File: config.mk
export PLATFORM = sky130hd
export DESIGN_NAME = cpu_clken_gen
export DESIGN_NICKNAME = d
export VERILOG_FILES = /design/src/rtl/cpu_clken_gen.sv
export SDC_FILE = /design/constraint.sdc
export NUM_CORES = 1
export LEC_CHECK = 0
export ABC_AREA = 1
export ABC_CLOCK_PERIOD_IN_PS = 2070
export CAP_MARGIN = 20
export CORE_MARGIN = 10
export CORE_UTILIZATION = 52
export DETAILED_ROUTE_END_ITERATION = 16
export GPL_TIMING_DRIVEN = 0
export PLACE_DENSITY = 0.78
export SETUP_SLACK_MARGIN = 0.1
export SYNTH_ARGS = -nofsm -noshare
export SYNTH_HDL_FRONTEND = slang
export SYNTH_SLANG_ARGS = --single-unit
File: constraint.sdc
create_clock -name clk_cpu_fast -period 2.07 [get_ports clk_cpu_fast]
set_input_delay 0.5175 -clock clk_cpu_fast [delete_from_list [all_inputs] [get_ports clk_cpu_fast]]
set_output_delay 0.5175 -clock clk_cpu_fast [all_outputs]
set_load 0.02 [all_outputs]
File: src/rtl/cpu_clken_gen.sv
// Multi-channel fractional clock-enable generator with run/halt/step/burst control
// and a PLL-lock driven reset sequencer for the CPU domain.
module cpu_clken_gen #(
  parameter int          NUM_CH      = 2,
  parameter int          ACC_W       = 24,
  parameter int          BURST_W     = 16,
  parameter int unsigned GATED_MASK  = 1,
  parameter int          SYNC_STAGES = 3,
  parameter int          RESET_DELAY = 16,
  parameter int          START_RUN   = 1
) (
  input  logic                    clk_cpu_fast,
  input  logic                    rst_n,
  input  logic                    pll_locked,
  input  logic [NUM_CH*ACC_W-1:0] ch_inc,
  input  logic                    cmd_valid,
  input  logic [1:0]              cmd_mode,
  input  logic [BURST_W-1:0]      cmd_count,
  output logic                    cmd_ready,
  output logic [NUM_CH-1:0]       clk_en,
  output logic                    rst_cpu_n,
  output logic                    done,
  output logic [2:0]              run_state
);

  typedef enum logic [2:0] {
    RESET_WAIT = 3'd0,
    HALT       = 3'd1,
    RUN        = 3'd2,
    STEP       = 3'd3,
    BURST      = 3'd4
  } run_state_e;

  localparam int DLY_W = $clog2(RESET_DELAY + 1);
  localparam logic [NUM_CH-1:0] GATED = GATED_MASK[NUM_CH-1:0];

  logic [SYNC_STAGES-1:0] sync_q, sync_d;
  logic [DLY_W-1:0]       dly_q, dly_d;
  run_state_e             state_q, state_d;
  logic [BURST_W-1:0]     rem_q, rem_d;
  logic [ACC_W-1:0]       acc_q [NUM_CH];
  logic [ACC_W-1:0]       acc_d [NUM_CH];
  logic [NUM_CH-1:0]      clk_en_q, clk_en_d;
  logic                   done_q, done_d;
  logic                   rst_cpu_n_q, rst_cpu_n_d;
  logic [ACC_W:0]         sum;
  logic                   sync_out;
  logic                   adv_gated, adv_all, cmd_fire;

  assign sync_out  = sync_q[SYNC_STAGES-1];
  assign cmd_ready = (state_q != RESET_WAIT);
  assign cmd_fire  = cmd_valid && cmd_ready;
  assign adv_all   = (state_q != RESET_WAIT);
  assign adv_gated = (state_q == RUN) || (state_q == STEP) || (state_q == BURST);

  always_comb begin
    sync_d      = {sync_q[SYNC_STAGES-2:0], pll_locked};
    dly_d       = dly_q;
    state_d     = state_q;
    rem_d       = rem_q;
    acc_d       = acc_q;
    clk_en_d    = '0;
    done_d      = 1'b0;
    rst_cpu_n_d = rst_cpu_n_q;
    sum         = '0;

    if (!sync_out) begin
      // Lost lock overrides everything, including a pending command.
      dly_d       = '0;
      state_d     = RESET_WAIT;
      rem_d       = '0;
      rst_cpu_n_d = 1'b0;
      for (int i = 0; i < NUM_CH; i++) acc_d[i] = '0;
    end else begin
      for (int i = 0; i < NUM_CH; i++) begin
        if (GATED[i] ? adv_gated : adv_all) begin
          sum         = {1'b0, acc_q[i]} + {1'b0, ch_inc[i*ACC_W +: ACC_W]};
          acc_d[i]    = sum[ACC_W-1:0];
          clk_en_d[i] = sum[ACC_W];
        end
      end

      if (state_q == RESET_WAIT) begin
        if (dly_q == DLY_W'(RESET_DELAY - 1)) begin
          state_d     = (START_RUN != 0) ? RUN : HALT;
          rst_cpu_n_d = 1'b1;
        end else begin
          dly_d = dly_q + DLY_W'(1);
        end
      end else begin
        // The final master carry still emits its pulse; a same-edge command wins the state.
        if (((state_q == STEP) || (state_q == BURST)) && clk_en_d[0]) begin
          if (rem_q == BURST_W'(1)) begin
            done_d  = 1'b1;
            state_d = HALT;
          end else begin
            rem_d = rem_q - BURST_W'(1);
          end
        end
        if (cmd_fire) begin
          case (cmd_mode)
            2'b00: state_d = RUN;
            2'b01: state_d = HALT;
            2'b10: begin
              state_d = STEP;
              rem_d   = BURST_W'(1);
            end
            default: begin
              if (cmd_count == '0) begin
                state_d = HALT;
                done_d  = 1'b1;
              end else begin
                state_d = BURST;
                rem_d   = cmd_count;
              end
            end
          endcase
        end
      end
    end
  end

  always_ff @(posedge clk_cpu_fast or negedge rst_n) begin
    if (!rst_n) begin
      sync_q      <= '0;
      dly_q       <= '0;
      state_q     <= RESET_WAIT;
      rem_q       <= '0;
      clk_en_q    <= '0;
      done_q      <= 1'b0;
      rst_cpu_n_q <= 1'b0;
      for (int i = 0; i < NUM_CH; i++) acc_q[i] <= '0;
    end else begin
      sync_q      <= sync_d;
      dly_q       <= dly_d;
      state_q     <= state_d;
      rem_q       <= rem_d;
      clk_en_q    <= clk_en_d;
      done_q      <= done_d;
      rst_cpu_n_q <= rst_cpu_n_d;
      for (int i = 0; i < NUM_CH; i++) acc_q[i] <= acc_d[i];
    end
  end

  assign clk_en    = clk_en_q;
  assign done      = done_q;
  assign rst_cpu_n = rst_cpu_n_q;
  assign run_state = state_q;

endmodule

Yosys cells after proc, flatten, opt, wreduce, memory -nomap -nowiden
Index checks and enable logic that the tools add are counted.
{"block": "word_totals", "output_inout_bits": 8, "register_bits": 79}
{"block": "op_classes", "n_eq_ne": 16, "addsub": 4, "reduce_logical": 14, "muxes": 35}
{"op": "$mux 16", "count": 6}
{"op": "$add 24x24->25", "count": 2}
{"op": "$mux 24", "count": 2}
{"op": "$mux 48", "count": 1}
{"op": "$pmux 16 s2", "count": 1}
{"op": "$mux 3", "count": 7}
{"op": "$eq 16x1->1 const B", "count": 1}
{"op": "$logic_not 16->1", "count": 1}
{"op": "$sub 16x1->16 const B", "count": 1}
{"op": "$mux 5", "count": 3}
{"op": "$mux 1", "count": 13}
{"op": "$pmux 3 s3", "count": 1}
{"op": "$ne 4x1->1 const B", "count": 2}
{"op": "$eq 3x2->1 const B", "count": 2}
{"op": "$ne 2x1->1 const B", "count": 3}
{"op": "$ne 2x2->1 const B", "count": 3}
{"op": "$add 5x1->5 const B", "count": 1}
{"op": "$eq 5x4->1 const B", "count": 1}
{"op": "$reduce_and 2->1", "count": 2}
{"op": "$eq 3x3->1 const B", "count": 1}
{"op": "$logic_not 3->1", "count": 1}
{"op": "$logic_or 1x1->1", "count": 3}
{"op": "$ne 3x2->1 const B", "count": 1}
{"op": "$reduce_and 3->1", "count": 1}
{"op": "other kinds (8)", "count": 9}

Longest topological paths before layout
{"block": "depth", "word_depth": 12, "mapped_depth": 18, "ltp_nobuf": 18}

Worst setup path after synthesis
No wires, ideal clock.
{"block": "synth_path", "kind": "input to register", "startpoint": "in ch_inc[0]", "endpoint": "reg rem_q[13]", "arrival_time_ps": 2186, "t_required_ps": 1953, "stages": 16, "setup_slack_ps": -233, "path_buffers": 1, "setup_ps": 117, "cell_sequence": "ha_1 inv_1 fa_1 inv_1 nand2_1 nand2_1 nand3_1 nand2_2 nand2_1 nand3_2 nand2_4 buf_4 a31oi_1 o21ai_1 nand2_1 nand2_1"}
{"block": "synth_via", "elab_chain_len": 10}
{"item": "start, declared", "line_no": "15", "rtl": "input logic [NUM_CH*ACC_W-1:0] ch_inc,"}
{"item": "$add 24x24->25 (*)", "line_no": "77", "rtl": "sum = {1'b0, acc_q[i]} + {1'b0, ch_inc[i*ACC_W +: ACC_W]};"}
{"item": "$mux 1 (*)", "line_no": "76", "rtl": "if (GATED[i] ? adv_gated : adv_all) begin"}
{"item": "$mux 1 (*)", "line_no": "67", "rtl": "if (!sync_out) begin"}
{"item": "$logic_and 1x1->1 (*)", "line_no": "92", "rtl": "if (((state_q == STEP) || (state_q == BURST)) && clk_en_d[0]) begin"}
{"item": "$mux 16 (*)", "line_no": "92"}
{"item": "$mux 16", "line_no": "109", "rtl": "if (cmd_count == '0) begin"}
{"item": "$pmux 16 s2", "line_no": "101", "rtl": "case (cmd_mode)"}
{"item": "$mux 16 (*)", "line_no": "100", "rtl": "if (cmd_fire) begin"}
{"item": "$mux 16 (*)", "line_no": "83", "rtl": "if (state_q == RESET_WAIT) begin"}
{"item": "$mux 16 (*)", "line_no": "67"}
{"item": "end signal, assigned", "line_no": "137", "rtl": "rem_q <= rem_d;"}
{"item": "end, declared", "line_no": "40", "rtl": "logic [BURST_W-1:0] rem_q, rem_d;"}
Every way passes the cells marked *; elsewhere a longest branch is shown, timed or not. The select of a mux whose other input is x is not followed.
A chain may end at the register's enable or synchronous reset.

Worst setup path in the final report
{"block": "layout_path", "startpoint": "reg acc_q[24] (netlist name)", "endpoint": "reg state_q[2], in the netlist run_state[2]"}
{"block": "layout_via", "elab_chain_len": 6}
{"item": "start, declared", "line_no": "41", "rtl": "logic [ACC_W-1:0] acc_q [NUM_CH];"}
{"item": "$add 24x24->25", "line_no": "77"}
{"item": "$mux 1", "line_no": "76"}
{"item": "$mux 1", "line_no": "67"}
{"item": "$logic_and 1x1->1", "line_no": "92"}
{"item": "$ne 4x1->1 (no line)"}
{"item": "$reduce_and 3->1 (no line)"}
{"item": "end signal, assigned", "line_no": "136", "rtl": "state_q <= state_d;"}
{"item": "end, declared", "line_no": "39", "rtl": "run_state_e state_q, state_d;"}
No other way between the ends. The select of a mux whose other input is x is not followed.

==> results.ini <==
[outcome]
violations=negative setup slack
status=finished with violations

[logic_synthesis]
synth_top_family_by_area=simple AND/OR/NAND/NOR gates
synth-edff-count=0
syn_inst=1022
ys_async_sr_fraction=1.000
ys_seq_area_frac=0.2949
synth_cell_types=46
syn-num-nets=1150
synth_compound_area_frac=0.1932
synthAdderAreaFrac=0.1105
yosysWarnings=0
yosys.cell_count.top_type=nand2_1
synth-main-ff-cell=dfrtp_1
synth.area.top_cells=dfrtp_1, nand2_1, ha_1
synth_top_cell_area_share=0.2949
yosys.area_share.simple=0.3175
muxShareOfSynthArea=0
synth_xor_area_frac=0.007839
syn_avg_cell_area_um2=6.560
synth_top_cell_by_area=dfrtp_1
ys_ff_latch=79
syn-cell-area_mm2=0.006704
synth.cells.most_frequent=nand2_1, nor2_1, inv_1

[place]
place_congestion=0.9483
portBuffers=77
dp.cells=1272
detailed_place_hpwl_um=15730
place_area_mm2=0.007787

[timing]
slew_headroom=0.4847
fin_skew_ns=0.006464
finalCriticalPeriod_ns=2.257
setup_viol=22
setup_slack_ns=-0.1870
rsz0062_at_grt=yes
slew_viol_final=0
tightest_slew_ns=0.7729
fin_crit_sh=1.090
final-hold-violation-count=0
max_freq_mhz=443.1

[die]
ios=78
initial_core_util=0.5312
num_rows=41
die_area_mm2=0.01783
core_mm2=0.01262
die-width_um=133.5
die_y_um=133.5

[global_route]
grt_max_degree=41
grt_pass1_wl_um=36490
antenna_found_initial=1
overflow=0
grt_usage=0.2467
first_global_vias=7503

[critical_path]
path_cells=ha_4, inv_2, fa_2, inv_2, nand2_2, nand2_2, nand3_2, nand2_4, nand2_4, nand3_4, nand2_4, inv_4, nand4_1, nand2_2, nand2_4, nand2_1, o21ai_1
cp.required_ns=2.30
slowest_delay_ns=0.38
crit_family=simple AND/OR/NAND/NOR gates
cp.arrival_ns=2.49
path_max_fanout=4
crit_type=reg -> reg
cp_common_cell=nand2_4
crit_buf_inv=3
setup.worst_path.end_class=flop
start_kind=flop
slowest_stage=dfrtp_1

[clock_tree]
cts_hold_buf=0
cts.clk_slew.worst_paths_ns=0.07
htreeDepth=3
clock_latency_ns=0.35
cts.sinks=79
numCtsBuffers=9
root_buffer=clkbuf_16
tritoncts=yes
clockBufferDepth=2

[routing]
wl_um=23890
route.vias.total=7788
drt_iter0_markers=656
dr.pass1.iters=5
ant_nets=0
drc=0
avgViaCountPerCell=5.739
wl_per_cell_um=17.60

[power_and_ir_drop]
power_mw=12.26
powerDensity_mw_per_mm2=1231
power_leakage_nw=4.833
ir_worst_vdd_mv=0.8905

[finish]
layout-drive-gt1-share=0.2821
final_nets=1307
finalInstanceArea_mm2=0.009956
fill_cells=897
seq_area_mm2=0.001977
area_growth_pct=48.51
stdcell_count=1357
multi_input_area_mm2=0.005582

[worst_hold_path]
min_path_type=in -> async

[run]
drv_cap=0

==> where the power goes <==
group	switching, mW	internal (mW)	leakage, nW
logic	4.68	3.32	3.62
clock network	0.714	1.01	0.153
registers	0.525	2.00	1.06
total	5.92	6.34	4.83
==> flip-flops by register name (all words and copies together) (netlist names) <==
signal,cells
run_state,3
rem_q,16
acc_q,48
dly_q,5
done,1
rst_cpu_n,1
clk_en,2
sync_q,3
==> placed cells by master (no fill, tap or decap), types with 30 or more instances in the layout <==
cell type      count
ha_4              44
nor2_1            85
inv_1            102
dlygate4sd2_1     37
o21ai_0           57
nand3_1           30
buf_4             59
nand2_1          275
dfrtp_1           79
a21oi_1           37
==> stage by stage <==
stage	setup WS (ns)	setup TNS (ns)	util	hold slack [ns]
final	-0.1870	-1.859	0.7889	0.1461
after global routing	-0.2927	-4.852	0.7887	0.1777
after CTS	-0.1447	-1.422	0.7373	0.1622
after detailed placement	-1.064	-38.26	0.6171	0.3411
after global placement	-2.474	-232.05	0.6157	0.3320
after floorplan	-0.09282	-0.8319	-	0.2219
==> kinds of logic (layout without fill, tap and decap cells) <==
logic type | after synthesis | after routing
xor+xnor | 6 | 6
buf+inv | 130 | 292
fa+ha+maj | 58 | 58
simple gates | 519 | 519
flops | 79 | 79
other cells | 0 | 1
compound gates | 230 | 230
==> layout make-up <==
| cell class | count | area share |
|---|---|---|
| Antenna cell | 1 | 0.0002514 |
| Clock buffer | 11 | 0.02539 |
| Multi-Input combinational cell | 813 | 0.5606 |
| Clock inverter | 5 | 0.006409 |
| Tap cell | 172 | 0.02162 |
| Buffer | 17 | 0.01068 |
| Timing Repair Buffer | 146 | 0.1336 |
| Sequential cell | 79 | 0.1986 |
| Inverter | 113 | 0.04286 |
==> timing repair <==
action	CTS	global route
cloned	1	0
gates resized for setup	190	153
pin swaps	76	63
buffers inserted	48	20
hold endpoints to repair	0	0
setup endpoints to repair	64	59
==> worst paths after layout <==
kind,startpoint,endpoint,slack (ns),depth (start not counted)
max,acc_q[24]$_DFFE_PN0P_,run_state[2]$_DFFE_PN0P_,-0.19,17
min,rst_n,acc_q[40]$_DFFE_PN0P_,0.15,1
max reg2reg,acc_q[24]$_DFFE_PN0P_,run_state[2]$_DFFE_PN0P_,-0.19,17
min reg2reg,sync_q[0]$_DFF_PN0_,sync_q[1]$_DFF_PN0_,0.35,0
max in group asynchronous,rst_n,acc_q[20]$_DFFE_PN0P_,1.30,2
min in group clk_cpu_fast,sync_q[0]$_DFF_PN0_,sync_q[1]$_DFF_PN0_,0.35,0
==> metal layers <==
metal  vias to the layer above  share of wire  track usage
li1                       3728              -            -
met1                      3677           0.43       0.3121
met2                       331           0.48       0.4160
met3                        52          0.067      0.04887
met4                         0          0.021      0.06953
met5                         -              0            0
No activity file was read; power rests on OpenSTA's default activity.
